<file path="src/rtl/wb_regfile_pkg.sv">
// rtl/wb_regfile_pkg.sv - shared types and constants for the write-back/register-file slice
//
// Purpose: default widths, the register-index type, the x0 index and the
// regSelect encoding, plus a helper that decides whether a write-back request
// actually updates architectural state.
package wb_regfile_pkg;

  localparam int XLEN_DEF   = 32;  // data / register width
  localparam int ADDR_W_DEF = 32;  // instruction address width
  localparam int NREG_DEF   = 32;  // architectural integer registers
  localparam int CNT_W_DEF  = 64;  // retired-writeback counter width
  localparam int REG_IDX_W  = 5;   // register index width

  typedef logic [REG_IDX_W-1:0] reg_index_t;

  localparam reg_index_t REG_ZERO = 5'd0;

  // regSelect_wb encoding
  localparam logic WB_SEL_ALU = 1'b0;
  localparam logic WB_SEL_MEM = 1'b1;

  // A request naming x0 is architecturally a no-op: no write, no commit, no count.
  // Written so that X on the index cannot leak through while the request is low.
  function automatic logic write_effective(input logic en, input reg_index_t rd);
    if (en == 1'b1) begin
      return (rd != REG_ZERO);
    end
    return 1'b0;
  endfunction

endpackage

</file>
<file path="src/rtl/wb_regfile_regfile_2r1w.sv">
// rtl/wb_regfile_regfile_2r1w.sv - 2-read/1-write integer register file with x0 rule and write-first bypass
//
// Purpose: NREG x XLEN storage. Index 0 reads as zero and is never written.
// A read that names the register being written this cycle returns the write
// data (write-first), so ID sees WB results without an extra cycle.
//
// Ports:
//   i_clk     in   rising-edge clock
//   i_rst     in   asynchronous active-high reset, clears all registers
//   i_we      in   write enable
//   i_waddr   in   write index
//   i_wdata   in   write data
//   i_raddr1  in   read port 1 index
//   i_raddr2  in   read port 2 index
//   o_rdata1  out  read port 1 data (combinational)
//   o_rdata2  out  read port 2 data (combinational)
module regfile_2r1w
  import wb_regfile_pkg::*;
#(
  parameter int XLEN = XLEN_DEF,
  parameter int NREG = NREG_DEF
) (
  input  logic            i_clk,
  input  logic            i_rst,
  input  logic            i_we,
  input  logic [4:0]      i_waddr,
  input  logic [XLEN-1:0] i_wdata,
  input  logic [4:0]      i_raddr1,
  input  logic [4:0]      i_raddr2,
  output logic [XLEN-1:0] o_rdata1,
  output logic [XLEN-1:0] o_rdata2
);

  logic [XLEN-1:0] r_regs [NREG];
  logic            w_we;

  // x0 is re-checked here so the storage is safe on its own.
  assign w_we = write_effective(i_we, i_waddr);

  always_ff @(posedge i_clk or posedge i_rst) begin
    if (i_rst) begin
      for (int i = 0; i < NREG; i++) begin
        r_regs[i] <= '0;
      end
    end else if (w_we) begin
      r_regs[i_waddr] <= i_wdata;
    end
  end

  always_comb begin
    o_rdata1 = '0;
    if (i_raddr1 == REG_ZERO) begin
      o_rdata1 = '0;
    end else if (w_we && (i_raddr1 == i_waddr)) begin
      o_rdata1 = i_wdata;
    end else begin
      o_rdata1 = r_regs[i_raddr1];
    end
  end

  always_comb begin
    o_rdata2 = '0;
    if (i_raddr2 == REG_ZERO) begin
      o_rdata2 = '0;
    end else if (w_we && (i_raddr2 == i_waddr)) begin
      o_rdata2 = i_wdata;
    end else begin
      o_rdata2 = r_regs[i_raddr2];
    end
  end

endmodule

</file>
<file path="src/rtl/wb_regfile.sv">
// rtl/wb_regfile.sv - write-back stage: result mux, register file commit, retire counter, commit trace
//
// Purpose: consumes the MEM/WB register outputs, picks the write-back value,
// commits it to the register file, serves ID's two read ports and records a
// registered trace of each commit for debug.
//
// Ports:
//   clk                    in   rising-edge clock
//   rst                    in   asynchronous active-high reset
//   pc_wb                  in   PC of the instruction in WB
//   registerWriteEnable_wb in   write-back request
//   regSelect_wb           in   0 = ALU result, 1 = load data
//   rd_wb                  in   destination register
//   aluSrc_wb              in   ALU result
//   rdData_wb              in   load data
//   rs1_id, rs2_id         in   ID read indices
//   rs1Data_o, rs2Data_o   out  ID read data (combinational, bypassed)
//   wbData_o               out  selected write-back value (combinational)
//   commitValid_o          out  a write committed on the last edge
//   commitPc_o/Rd_o/Data_o out  PC, rd and data of the most recent commit
//   retireCount_o          out  committed writes since reset (wraps)
module wb_regfile
  import wb_regfile_pkg::*;
#(
  parameter int XLEN   = XLEN_DEF,
  parameter int ADDR_W = ADDR_W_DEF,
  parameter int NREG   = NREG_DEF,
  parameter int CNT_W  = CNT_W_DEF
) (
  input  logic              clk,
  input  logic              rst,
  input  logic [ADDR_W-1:0] pc_wb,
  input  logic              registerWriteEnable_wb,
  input  logic              regSelect_wb,
  input  logic [4:0]        rd_wb,
  input  logic [XLEN-1:0]   aluSrc_wb,
  input  logic [XLEN-1:0]   rdData_wb,
  input  logic [4:0]        rs1_id,
  input  logic [4:0]        rs2_id,
  output logic [XLEN-1:0]   rs1Data_o,
  output logic [XLEN-1:0]   rs2Data_o,
  output logic [XLEN-1:0]   wbData_o,
  output logic              commitValid_o,
  output logic [ADDR_W-1:0] commitPc_o,
  output logic [4:0]        commitRd_o,
  output logic [XLEN-1:0]   commitData_o,
  output logic [CNT_W-1:0]  retireCount_o
);

  logic [XLEN-1:0]   w_wb_data;
  logic              w_we;

  logic              r_commit_valid;
  logic [ADDR_W-1:0] r_commit_pc;
  logic [4:0]        r_commit_rd;
  logic [XLEN-1:0]   r_commit_data;
  logic [CNT_W-1:0]  r_retire_count;

  assign w_wb_data = (regSelect_wb == WB_SEL_MEM) ? rdData_wb : aluSrc_wb;
  assign w_we      = write_effective(registerWriteEnable_wb, rd_wb);

  regfile_2r1w #(
    .XLEN (XLEN),
    .NREG (NREG)
  ) u_rf (
    .i_clk    (clk),
    .i_rst    (rst),
    .i_we     (w_we),
    .i_waddr  (rd_wb),
    .i_wdata  (w_wb_data),
    .i_raddr1 (rs1_id),
    .i_raddr2 (rs2_id),
    .o_rdata1 (rs1Data_o),
    .o_rdata2 (rs2Data_o)
  );

  // Valid pulses per commit; the payload holds the last commit so the
  // trace still shows it across idle cycles.
  always_ff @(posedge clk or posedge rst) begin
    if (rst) begin
      r_commit_valid <= 1'b0;
      r_commit_pc    <= '0;
      r_commit_rd    <= '0;
      r_commit_data  <= '0;
      r_retire_count <= '0;
    end else begin
      r_commit_valid <= w_we;
      if (w_we) begin
        r_commit_pc    <= pc_wb;
        r_commit_rd    <= rd_wb;
        r_commit_data  <= w_wb_data;
        r_retire_count <= r_retire_count + {{(CNT_W-1){1'b0}}, 1'b1};
      end
    end
  end

  assign wbData_o      = w_wb_data;
  assign commitValid_o = r_commit_valid;
  assign commitPc_o    = r_commit_pc;
  assign commitRd_o    = r_commit_rd;
  assign commitData_o  = r_commit_data;
  assign retireCount_o = r_retire_count;

endmodule

</file>
<file path="config.mk">
export PLATFORM = sky130hd
export DESIGN_NAME = wb_regfile
export DESIGN_NICKNAME = d
export VERILOG_FILES = /design/src/rtl/wb_regfile_pkg.sv /design/src/rtl/wb_regfile_regfile_2r1w.sv /design/src/rtl/wb_regfile.sv
export SDC_FILE = /design/constraint.sdc
export NUM_CORES = 2
export LEC_CHECK = 0
export CORE_ASPECT_RATIO = 1.5
export CORE_MARGIN = 2
export CORE_UTILIZATION = 58
export CTS_CLUSTER_DIAMETER = 60
export DETAILED_ROUTE_END_ITERATION = 7
export GPL_TIMING_DRIVEN = 0
export MAX_ROUTING_LAYER = met4
export PLACE_DENSITY = 0.81
export SLEW_MARGIN = 20
export SYNTH_ARGS = -nofsm -noshare
export SYNTH_HDL_FRONTEND = slang
export SYNTH_HIERARCHICAL = 1
export SYNTH_SLANG_ARGS = --single-unit
</file>
<file path="constraint.sdc">
create_clock -name clk -period 98.1 [get_ports clk]
set_input_delay 24.525 -clock clk [delete_from_list [all_inputs] [get_ports clk]]
set_output_delay 24.525 -clock clk [all_outputs]
set_load 0.02 [all_outputs]
</file>
==> impl_metrics.csv <==
group,metric,value,unit
sta,layout_min_cycle_time,55.23,ns
global_routing,antenna_found_initial,43,
global_routing,grt_pass1_wl,430000,microns
power,power_frac_comb,25.2,%
critical_path,critPathRequiredTime,73.57,ns
critical_path,startpoint_type,"primary input",
power,p_per_area,20.8,nW/um^2
die,die-width,271,microns
detailed_routing,via_per_inst,7.85,
power,irDropWorstVdd,18.8,uV
sta,finalSetupViolations,0,
critical_path,setup.worst_path.class,"primary input to primary output",
sta,maxSlewHeadroom,8.13,%
hold_path,hold_class,"flip-flop to flip-flop",
die,chipHeight,404,microns
die,placeableCoreArea,106000,sq um
cells_and_area,final_cells,6626,
power,swShare,32.3,%
place,dpl.hpwl,224000,microns
power,leakage,31.9,nW
sta,fin_crit_sh,56.3,%
detailed_routing,dr_total_vias,52000,
critical_path,worst_setup_path_end_kind,"primary output",
yosys,syn_area,61900,sq um
clock_tree,h-tree-depth,3,
sta,drv_slew,0,
sta,rsz0062_at_grt,"false",
critical_path,path_common_cell,"clkdlybuf4s50_1",
clock_tree,path_clk_slew,0.06,ns
sta,timing.setup.tns,0,ns
cells_and_area,drive_gt1_share,38.1,%
global_routing,grt_use_total,61.1,%
clock_tree,cts_buffer_depth,3,
critical_path,max_stage_delay,0.96,ns
die,rows,146,
die,io_pins,345,
critical_path,cp_data_arrival_time,30.70,ns
detailed_routing,drc_errors,10,
yosys,syn_nets,4702,
clock_tree,clkSinkCount,1158,
clock_tree,cts-root-buf,"clkbuf_16",
yosys,synthArstFlopShare,100,%
clock_tree,cts_tree,"built",
yosys,synth-main-ff-cell,"dfrtp_1",
sta,whs,0.472,ns
critical_path,crit_fanout,18,
sta,fin_ws,42.87,ns
place,port_buffers,336,
yosys,synthCells,4586,
die,dieArea,109000,sq um
global_routing,grt_pass1_vias,50000,
sta,fmax,18.1,MHz
place,dpl_cell_area,67700,sq um
clock_tree,cts_made_buffers,113,
run,maxCapViolations,0,
hold_path,hp-start,"commitPc_o[20]",
critical_path,crit_path_start,"rd_wb[2]",
cells_and_area,stdcell_area,71900,sq um
run_status,outcome,"finished, violations left",
power,power,1.50,mW
detailed_routing,ant_nets,0,
global_routing,overflow,0,
global_routing,grt_max_degree,105,
yosys,synth_cell_types,73,
yosys,ys_seq_elements,1158,
sta,worst_pin_slew,1.37,ns
detailed_routing,first_iter_violations,8841,
cells_and_area,area_growth,16.2,%
power,sequentialPowerShare,42.8,%
clock_tree,cts_setup_buffers,0,
power,power.share.clock,32.0,%
sta,skew,0.0163,ns
yosys,syn_area_per_cell,13.5,sq um
cells_and_area,final_util,68.0,%
critical_path,path_cells,"clkdlybuf4s50_1 > or4_4 > o21ai_1 > clkinv_1 > clkbuf_2 > nand2_1 > o21ai_2 > clkbuf_1 > a211oi_1 > a21oi_1 > o21ai_0 > clkdlybuf4s50_1",
detailed_routing,routed_wl,322000,microns
power,internal_power,1.02,mW
place,pre_cts_ws,43.39,ns
clock_tree,hold_buffers,0,
yosys,ys_warn_count,6,
run_status,violations,"design-rule violations",
critical_path,r2r-start,"retireCount_o[16]",
detailed_routing,wl_per_cell,48.6,microns
yosys,synth_edf_count,0,
sta,hold_violations,0,
place,dp_cells,6350,
detailed_routing,drt-pass1-iter-count,8,
yosys,yosysSeqAreaShare,46.8,%
place,place_congestion,1.12,
critical_path,crit_slowest_cell,"a211oi_1",
clock_tree,worstSkewPairLatency,0.77,ns
die,start_util,58.5,%
power,p_switching,0.484,mW
cells_and_area,nets,5176,
clock_tree,cts_resized,0,
synth_stat cells (48+ instances only):
cell / number / area [sq um]
dfrtp_1: 1158 / 29000
mux2_2: 1057 / 11900
mux4_2: 360 / 8110
mux2i_1: 333 / 3330
nand2_1: 315 / 1180
clkbuf_1: 186 / 698
buf_2: 141 / 706
nor2_1: 115 / 432
nor3_1: 88 / 440
a21oi_1: 61 / 305
a22oi_1: 60 / 450
buf_1: 58 / 218
o22ai_1: 56 / 350
a211oi_1: 51 / 383
xnor2_1: 48 / 420
area by class of cell:
cell class              count  area, sq um
multi-input cells        2947        30500
inverters                  16         75.1
clock inverters            56          742
flip-flops and latches   1158        29000
well taps                1406         1760
plain buffers             465         2510
diodes                     62          155
repair buffers            359         3910
fillers                  7586        33800
clock buffers             157         3300
layout by cell type (no fill, tap or decap), types with 11 or more instances in the layout:
| cell | count |
|---|---|
| dfrtp_1 | 1158 |
| mux2_2 | 1057 |
| mux4_2 | 360 |
| clkdlybuf4s50_1 | 336 |
| mux2i_1 | 333 |
| nand2_1 | 315 |
| clkbuf_1 | 153 |
| buf_2 | 153 |
| clkbuf_16 | 115 |
| nor2_1 | 113 |
| nor3_1 | 87 |
| diode_2 | 62 |
| a21oi_1 | 61 |
| a22oi_1 | 60 |
| o22ai_1 | 56 |
| clkbuf_2 | 51 |
| a211oi_1 | 49 |
| xnor2_1 | 48 |
| buf_4 | 47 |
| buf_1 | 44 |
| a221oi_1 | 39 |
| o21ai_0 | 35 |
| nand3_1 | 29 |
| nand4_1 | 28 |
| o211ai_1 | 28 |
| clkinv_2 | 27 |
| clkbuf_8 | 26 |
| xor2_1 | 25 |
| buf_6 | 24 |
| a22o_1 | 21 |
| buf_16 | 16 |
| a221o_1 | 15 |
| nor4_1 | 14 |
| nor2b_1 | 14 |
| and2_1 | 14 |
| nand2b_1 | 13 |
| bufinv_16 | 13 |
| inv_1 | 11 |
| nor3b_1 | 11 |
| a211o_1 | 11 |
layer usage:
metal | global-route usage (%) | part of all wire (%) | up-vias
met2 | 81.2 | 41 | 5362
met5 | - | 0 | -
met4 | 64.8 | 14 | 0
met1 | 61.6 | 30 | 26100
li1 | - | - | 18300
met3 | 31.8 | 15 | 2338
power groups by stage:
stage	combinational, mW	clock, mW	sequential (mW)
finish	0.377	0.480	0.641
floorplan	0.225	0	0.626
detailed placement	0.356	0	0.643
global route	0.381	0.496	0.648
global placement	0.346	0	0.639
CTS	0.358	0.477	0.635
final timing paths:
kind	cells past startpoint	to	slack (ns)
max	12	rs2Data_o[28]	42.87
min	2	commitPc_o[20]	0.47
max reg2reg	5	retireCount_o[39]	95.65
min reg2reg	2	commitPc_o[20]	0.47
max in group asynchronous	6	u_rf/r_regs[169]	71.45
min in group asynchronous	2	commitData_o[18]	24.28
worst max-delay path: cells and delay by family:
kind | cells | cell delay [ns]
buffers and inverters | 5 | 3.09
AO/OA/AOI/OAI | 5 | 2.07
AND/OR/NAND/NOR | 2 | 0.96
registers in the layout, summed over array words and instances (netlist names):
register,flops
commitPc_o,32
commitRd_o,5
u_rf/r_regs,1024
commitValid_o,1
retireCount_o,64
commitData_o,32
cells by family after synthesis:
group                    synth area share (%)
multiplexers                             38.0
flip-flops                               46.8
AND/OR/NAND/NOR                          5.36
buffers and inverters                    4.02
AO/OA/AOI/OAI                            4.81
XOR/XNOR                                 1.03
adder cells (fa/ha/maj)                0.0202
Note: power is estimated with default switching activity, not from simulation.
